**config.mk**
```make
export PLATFORM = sky130hd
export DESIGN_NAME = sfifo_wconv
export DESIGN_NICKNAME = d
export VERILOG_FILES = /design/src/rtl/sfifo_wconv.sv
export SDC_FILE = /design/constraint.sdc
export NUM_CORES = 2
export LEC_CHECK = 0
export BUFFER_PORTS_ARGS = -buffer_cell sky130_fd_sc_hd__buf_4
export CORE_MARGIN = 4
export CORE_UTILIZATION = 58
export DETAILED_ROUTE_END_ITERATION = 10
export PLACE_DENSITY = 0.84
export SLEW_MARGIN = 20
export SYNTH_ARGS = -nofsm -noshare
export SYNTH_HDL_FRONTEND = slang
export SYNTH_SLANG_ARGS = --single-unit
```
**constraint.sdc**
```tcl
create_clock -name clk -period 3.5 [get_ports clk]
set_clock_uncertainty 0.15 [all_clocks]
set_input_delay 0.35 -clock clk [delete_from_list [all_inputs] [get_ports clk]]
set_output_delay 0.35 -clock clk [all_outputs]
set_load 0.03 [all_outputs]
```
**src/rtl/sfifo_wconv.sv**
```systemverilog
// -----------------------------------------------------------------------------
// sfifo_wconv - single-clock width-converting FIFO
//
// Stores data as UNIT-wide slices (UNIT = narrower of the two buses) so the
// same array serves wide-to-narrow and narrow-to-wide conversion. Lane order
// inside a wide word is selected by LSB_FIRST. FWFT selects registered reads
// (data one cycle after rd_en) or first-word-fall-through.
//
// Ports:
//   clk, rst_n      clock, asynchronous active-low reset
//   flush           synchronous clear of pointers, count and sticky flags
//   wr_en, wr_data  write request / write word
//   wr_full         fewer than WR_U free units
//   almost_full     wr_water_level >= ALMOST_FULL_NUM
//   wr_water_level  occupied write-word slots (partial words count as used)
//   rd_en, rd_data  read request / read word
//   rd_empty        fewer than RD_U stored units
//   almost_empty    rd_water_level <= ALMOST_EMPTY_NUM
//   rd_water_level  complete read words available
//   overflow        sticky: write attempted while wr_full
//   underflow       sticky: read attempted while rd_empty
// -----------------------------------------------------------------------------
module sfifo_wconv #(
    parameter int WR_DATA_WIDTH    = 32,
    parameter int RD_DATA_WIDTH    = 8,
    parameter int WR_DEPTH_WIDTH   = 6,
    parameter int LSB_FIRST        = 1,
    parameter int FWFT             = 0,
    parameter int ALMOST_FULL_NUM  = 60,
    parameter int ALMOST_EMPTY_NUM = 4,
    localparam int UNIT     = (WR_DATA_WIDTH < RD_DATA_WIDTH) ? WR_DATA_WIDTH : RD_DATA_WIDTH,
    localparam int WR_U     = WR_DATA_WIDTH / UNIT,
    localparam int RD_U     = RD_DATA_WIDTH / UNIT,
    localparam int WR_WORDS = 1 << WR_DEPTH_WIDTH,
    localparam int DEPTH_U  = WR_WORDS * WR_U,
    localparam int RD_DEPTH_WIDTH = $clog2(DEPTH_U / RD_U)
) (
    input  logic                       clk,
    input  logic                       rst_n,
    input  logic                       flush,
    input  logic                       wr_en,
    input  logic [WR_DATA_WIDTH-1:0]   wr_data,
    output logic                       wr_full,
    output logic                       almost_full,
    output logic [WR_DEPTH_WIDTH:0]    wr_water_level,
    input  logic                       rd_en,
    output logic [RD_DATA_WIDTH-1:0]   rd_data,
    output logic                       rd_empty,
    output logic                       almost_empty,
    output logic [RD_DEPTH_WIDTH:0]    rd_water_level,
    output logic                       overflow,
    output logic                       underflow
);

    localparam int PTR_W = $clog2(DEPTH_U);
    localparam int CNT_W = PTR_W + 1;
    localparam int WR_SH = $clog2(WR_U);
    localparam int RD_SH = $clog2(RD_U);

    logic [UNIT-1:0]          r_mem [DEPTH_U];
    logic [PTR_W-1:0]         r_wr_ptr;
    logic [PTR_W-1:0]         r_rd_ptr;
    logic [CNT_W-1:0]         r_cnt_u;
    logic                     r_overflow;
    logic                     r_underflow;
    logic [CNT_W-1:0]         w_free_u;
    logic                     w_wr_acc;
    logic                     w_rd_acc;
    logic [RD_DATA_WIDTH-1:0] w_head;

    // Flags derive purely from the registered unit count.
    assign w_free_u       = CNT_W'(DEPTH_U) - r_cnt_u;
    assign wr_full        = w_free_u < CNT_W'(WR_U);
    assign rd_empty       = r_cnt_u < CNT_W'(RD_U);
    assign rd_water_level = (RD_DEPTH_WIDTH+1)'(r_cnt_u >> RD_SH);
    // Free space is rounded down to whole write words, so a partially filled
    // word slot still counts as occupied on the write side.
    assign wr_water_level = (WR_DEPTH_WIDTH+1)'(WR_WORDS)
                          - (WR_DEPTH_WIDTH+1)'(w_free_u >> WR_SH);
    assign almost_full    = int'(wr_water_level) >= ALMOST_FULL_NUM;
    assign almost_empty   = int'(rd_water_level) <= ALMOST_EMPTY_NUM;
    assign overflow       = r_overflow;
    assign underflow      = r_underflow;

    // Flush wins over both requests in the same cycle.
    assign w_wr_acc = wr_en & ~wr_full  & ~flush;
    assign w_rd_acc = rd_en & ~rd_empty & ~flush;

    // NOTE: the storage array has no reset; contents are unreachable until
    // rewritten because pointers and count are reset, and leaving it out keeps
    // the array a plain register file without a reset tree.
    always_ff @(posedge clk) begin
        if (w_wr_acc) begin
            for (int k = 0; k < WR_U; k++) begin
                r_mem[r_wr_ptr + PTR_W'(k)] <=
                    wr_data[((LSB_FIRST != 0) ? k : (WR_U - 1 - k)) * UNIT +: UNIT];
            end
        end
    end

    // Head read word assembled from RD_U consecutive units in lane order.
    // NOTE: default assignment first so every bit is driven on every path and
    // no latch is inferred.
    always_comb begin
        w_head = '0;
        for (int j = 0; j < RD_U; j++) begin
            w_head[((LSB_FIRST != 0) ? j : (RD_U - 1 - j)) * UNIT +: UNIT] =
                r_mem[r_rd_ptr + PTR_W'(j)];
        end
    end

    always_ff @(posedge clk or negedge rst_n) begin
        if (!rst_n) begin
            r_wr_ptr    <= '0;
            r_rd_ptr    <= '0;
            r_cnt_u     <= '0;
            r_overflow  <= 1'b0;
            r_underflow <= 1'b0;
        end else if (flush) begin
            r_wr_ptr    <= '0;
            r_rd_ptr    <= '0;
            r_cnt_u     <= '0;
            r_overflow  <= 1'b0;
            r_underflow <= 1'b0;
        end else begin
            if (w_wr_acc) r_wr_ptr <= r_wr_ptr + PTR_W'(WR_U);
            if (w_rd_acc) r_rd_ptr <= r_rd_ptr + PTR_W'(RD_U);
            // A same-cycle read does not create room for the write; both
            // decisions were already taken from the pre-edge count.
            if (w_wr_acc | w_rd_acc) begin
                r_cnt_u <= r_cnt_u
                         + (w_wr_acc ? CNT_W'(WR_U) : CNT_W'(0))
                         - (w_rd_acc ? CNT_W'(RD_U) : CNT_W'(0));
            end
            if (wr_en & wr_full)  r_overflow  <= 1'b1;
            if (rd_en & rd_empty) r_underflow <= 1'b1;
        end
    end

    generate
        if (FWFT != 0) begin : g_fwft
            // Head word is presented as soon as it is complete; rd_en pops it.
            assign rd_data = w_head;
        end else begin : g_std
            logic [RD_DATA_WIDTH-1:0] r_rd_data;
            always_ff @(posedge clk or negedge rst_n) begin
                if (!rst_n) begin
                    r_rd_data <= '0;
                end else if (w_rd_acc) begin
                    r_rd_data <= w_head;
                end
            end
            assign rd_data = r_rd_data;
        end
    endgenerate

endmodule
```
Yosys cells after proc, flatten, opt, wreduce, memory -nomap -nowiden
Memories as Yosys holds them, arrays and structs flattened. A register that Yosys moved wholly into a read port is not among the register bits.
Cells that the tools add are included.

operators by class
  mux-type cells = 14
  bitwise gates (word level) = 10
  add/subtract/negate cells = 9
  reductions and logical operators = 6
  $lt $le $gt $ge = 4

operator list
  operator               number
  $mux W8                4
  $mux W9                2
  $add A8 B1 Y8 const B  2
  $add A8 B2 Y8 const B  2
  $reduce_bool A2 Y1     5
  $add A9 B3 Y9          1
  $le A9 B3 Y1 const B   1
  $lt A9 B1 Y1 const B   1
  $lt A9 B3 Y1 const B   1
  $sub A9 B1 Y9          1
  $sub A9 B9 Y9 const A  1
  $add A8 B3 Y8 const B  1
  $ge A7 B6 Y1 const B   1
  $mux W1                7
  $sub A7 B7 Y7 const A  1
  $and A1 B1 Y1          6
  $mux W3                1
  $not A1 Y1             3
  $logic_not A1 Y1       1
  $or A1 B1 Y1           1

storage, ports and cells
  output and inout bits = 30
  memories kept = 1
  memory bits (writable) = 2,048
  register bits after elaboration = 27
  bits of input ports = 37

memories
  memory  depth  bits a word  rd ports  clocked after memory_dff  wr ports  RTL line  text
  r_mem   256    8            1         1                         4         60        logic [UNIT-1:0] r_mem [DEPTH_U];

Logic depth before layout (Yosys ltp)
  depth in word-level cells = 10
  mapped depth = 19

Least setup slack after synthesis
Ideal clock, no wire load.

  path type = register to register
  start point = reg r_cnt_u[3], in the netlist rd_water_level[3]
  end point = reg r_cnt_u[8], in the netlist rd_water_level[8]
  required time = 3,267 ps
  clock period less this slack = 4,005 ps
  path buffers = 2
  slack = -505 ps
  data arrival time = 3,772 ps
  cell stages (with the launch flop) = 20
  cells stage by stage = dfrtp_1 clkbuf_1 inv_1 ha_1 nor4b_1 xnor2_1 a21oi_1 a311oi_1 buf_6 inv_1 ha_1 inv_1 ha_1 a21o_1 a21oi_1 o21bai_1 a21oi_1 o31ai_1 xor2_1 o21ai_0

on the way
  cells in the longest elaborated chain, start to end = 10
  elaborated cells on any way between the ends = 17
  classes of those cells = 3 x add/sub; 2 x order compare; 4 x mux; 7 x bitwise; 1 x reduce/logical

ends and longest elaborated chain
  element                     RTL line  text
  start: declaration          63        logic [CNT_W-1:0] r_cnt_u;
  start signal: assignment    131       r_cnt_u <= r_cnt_u
  $sub A9 B9 Y9               72        assign w_free_u = CNT_W'(DEPTH_U) - r_cnt_u;
  $lt A9 B3 Y1                73        assign wr_full = w_free_u < CNT_W'(WR_U);
  $not A1 Y1                  86        assign w_wr_acc = wr_en & ~wr_full & ~flush;
  $and A1 B1 Y1 (2 in a row)  86
  $mux W3                     132       + (w_wr_acc ? CNT_W'(WR_U) : CNT_W'(0))
  $add A9 B3 Y9               132
  $sub A9 B1 Y9               133       - (w_rd_acc ? CNT_W'(RD_U) : CNT_W'(0));
  $mux W9                     130       if (w_wr_acc | w_rd_acc) begin
  $mux W9                     119       end else if (flush) begin

Several ways; a longest one is shown, not always the timed one. The select of a mux whose other input is x is not followed.
A chain may end at the register's enable or synchronous reset.

==> results by group <==
Outcome
  – Outcome: complete, but fails checks
  – Failing checks: negative setup slack

Synth
  – Post-synthesis register bit count: 2081
  – Synth warn: 0
  – Netlist cell types: 69
  – Synthesized instance count: 5992
  – Syn_nets: 6053
  – Yosys top cell by area: edfxtp_1
  – Seq/Total Area, Yosys: 0.600
  – Synth async-reset ratio: 0.0159
  – Ranking of synthesized cells by area: edfxtp_1 (59%), mux2_2 (11%), mux4_2 (10%)
  – Syn Std Cell Area: 104000 um^2
  – Mean Syn Cell Area: 17.3 um^2
  – Most used flip-flop cell after synthesis: edfxtp_1
  – EDFF count, synth: 2048
  – Area share of the largest cell type after synthesis: 0.592

Setup path
  – Kind of critical path: flop to flop
  – Flop2flop setup slack: -0.06 ns
  – R2R Path Start: r_rd_ptr[1]
  – FF-to-FF End: rd_data[1]
  – WP data required: just over 4 ns
  – CP Capture Type: flop
  – Startpoint types: flop
  – Worst endpoint data arrival time: roughly 4.2 ns
  – Worst Setup SP: r_rd_ptr[1]
  – Reg2Reg Depth: 9
  – Worst Setup EP: rd_data[1]
  – CP max FO: 41

Worst hold path
  – Worst min-delay path class: input pin to flop

STA
  – Fmax: 281 MHz
  – Setup ws final: -0.0580 ns
  – Final hold violation count: 0
  – Slew margin rel.: 0.179
  – Min cycle time layout: 3.56 ns
  – Unrepaired setup endpoints after global routing: true
  – Slew @ Worst Pin: 1.23 ns
  – Final count of negative-setup-slack endpoints: 21
  – Max-slew violations: 0
  – Final worst path period share: 1.02

CTS
  – CTS tree: yes
  – Clock transition at path regs: roughly 0.060 ns
  – Clk root buf: clkbuf_16
  – Clk sink count: 2081
  – CTS buffer count: roughly 210
  – Max Root-Sink Buffers: 3
  – H-tree depth: 4
  – Worst-Skew Late Latency: 0.87 ns

GRT
  – Total gr overflow: 0
  – Largest net degree at the start of global routing: 124
  – Tot GR Track Use: 0.330
  – Initial antenna violation count: 14
  – Number of global-route vias before repair: 62565
  – First-pass GRT wire length: 444000 um

Placement
  – Dpl hpwl: 185000 um
  – Port Buffer Count: 66
  – Gpl congestion: 0.905
  – Placed insts: 8528
  – Dpl ws: -0.191 ns

Finish
  – Synth-to-layout area growth: 14.7%
  – Fillers: roughly 11000
  – Nets: ~6500
  – Layout cells sized above 1: 0.509
  – Final std cells w/o fill: 8953

Route
  – Routed vias/inst: around 7.0
  – Drt drc: 0
  – 1st-pass router iterations: 9
  – Iteration-0 DRC Markers: 9844
  – DR WL/cell: 34.9 um
  – Via count: 63032
  – WL final: 312000 um
  – Final ANT Viol Nets: 0

Die
  – Core ar.: 178000 um^2
  – Die height: 431 um
  – IO Pins: 67
  – Initial core utilization: 0.583
  – FP Rows: about 160
  – DIE WIDTH: between 400 and 500 um
  – Die ar.: 186000 um^2

Pwr
  – Pwr dens: 559 nW/um^2
  – Pleak: 40.5 nW
  – Worst IR Drop VDD: 0.691 mV

Job
  – Max-cap violations: 0
[worst max-delay path, cell delays in order (launching register included)]
cell     delay, ns
dfrtp_4       0.58
buf_12        0.32
buf_12        0.31
mux4_2        0.37
a22oi_1       0.35
a21oi_1       0.33
nor3_1        0.28
buf_4         0.16
a21oi_1       0.16
a221o_1       0.37
[routing by layer]
metal,global-route usage,part of all wire,vias up
li1,-,-,24540
met1,0.420,0.33,32042
met2,0.509,0.46,5197
met3,0.0937,0.13,1247
met4,0.198,0.067,6
met5,0,0.00022,-
[power breakdown]
part	internal [mW]	switching (mW)	leakage, nW
combinational	7.84	8.96	18.5
clock	12.4	9.72	3.24
sequential	27.5	0.209	18.8
total	47.8	18.9	40.5
[state kept, by name, indices dropped and copies added, names as in the netlist]
| name | cells |
|---|---|
| r_rd_ptr | 8 |
| r_mem | 2048 |
| underflow | 1 |
| rd_data | 8 |
| overflow | 1 |
| r_wr_ptr | 6 |
| rd_water_level | 9 |
[cell usage in the layout, fill, tap and decap left out, types with 112 or more instances in the layout]
cell type  count
nor2_1       244
mux2i_1      178
mux4_2       464
nand2_1      112
buf_12       159
buf_4        737
edfxtp_1    2048
mux2_4       532
clkbuf_16    213
mux2_2      1019
[what timing repair did]
item                                   CTS  global route
setup endpoints to repair               83            53
pin swaps                                7             6
hold buffers                            15             0
gates cloned                             0             1
endpoints found under the hold margin  194             0
resized for setup                       21            26
buffers inserted                         5             8
[worst min path at each step]
stage	startpoint	endpoint	slack [ns]	cells past startpoint
floorplan	rst_n	overflow	-0.1	0
global placement	rst_n	rd_water_level[5]	0.20	1
detailed placement	rst_n	rd_water_level[5]	0.21	1
CTS	wr_data[8]	r_mem[221][0]	0.03	2
global route	wr_data[8]	r_mem[221][0]	0.04	2
finish	wr_data[8]	r_mem[221][0]	0.08	2
[layout make-up]
type	instances	area [um^2]	area share
diodes	14	35.0	0.000294
clock buffers	272	5630	0.0472
clock inverters	110	983	0.00825
inverters	31	121	0.00102
multi-input cells	3161	38000	0.319
flip-flops and latches	2081	62300	0.523
well taps	2355	2950	0.0247
repair buffers	929	9130	0.0766
[synth_stat cells, types with 6 or more instances]
master,instances
xnor2_1,17
edfxtp_1,2048
a21oi_1,99
a22oi_1,65
clkbuf_1,441
xor2_1,9
nand2b_1,12
nor2_1,247
buf_4,115
nand3_1,14
inv_1,30
mux2_2,1019
and2_1,6
nor3_1,19
a31oi_1,14
buf_2,53
dfrtp_1,33
a211oi_1,14
nor2_8,28
o21ai_0,48
buf_1,41
o221ai_1,21
a221o_1,9
o22ai_1,27
mux2i_1,178
buf_6,61
o31ai_1,8
or3_1,6
nand4_1,8
mux2_4,532
mux4_2,464
a311oi_1,7
a22o_1,14
a221oi_1,27
nor2_2,36
ha_1,23
nor2b_1,15
nand2_1,113
[stage by stage]
stage                     setup TNS [ns]  power (mW)   util  hold slack, ns  instance area, um^2
after global placement            -0.423        43.9  0.629           0.205               112000
final                             -0.219        66.7  0.669          0.0815               119000
after floorplan                   -0.160        38.8      -         -0.0956               104000
after detailed placement          -0.575        44.2  0.629           0.212               112000
after CTS                        -0.0155        66.1  0.667          0.0254               119000
after global routing               -1.84        68.3  0.669          0.0389               119000
[cells by family after synthesis]
logic type	count (synthesis)	synth area share
compound gates	391	0.0257
xor+xnor	26	0.00219
fa+ha+maj	24	0.00296
buf+inv	750	0.0373
flops	2081	0.600
mux	2193	0.305
simple gates	527	0.0271
(Power assumes the default switching activity.)
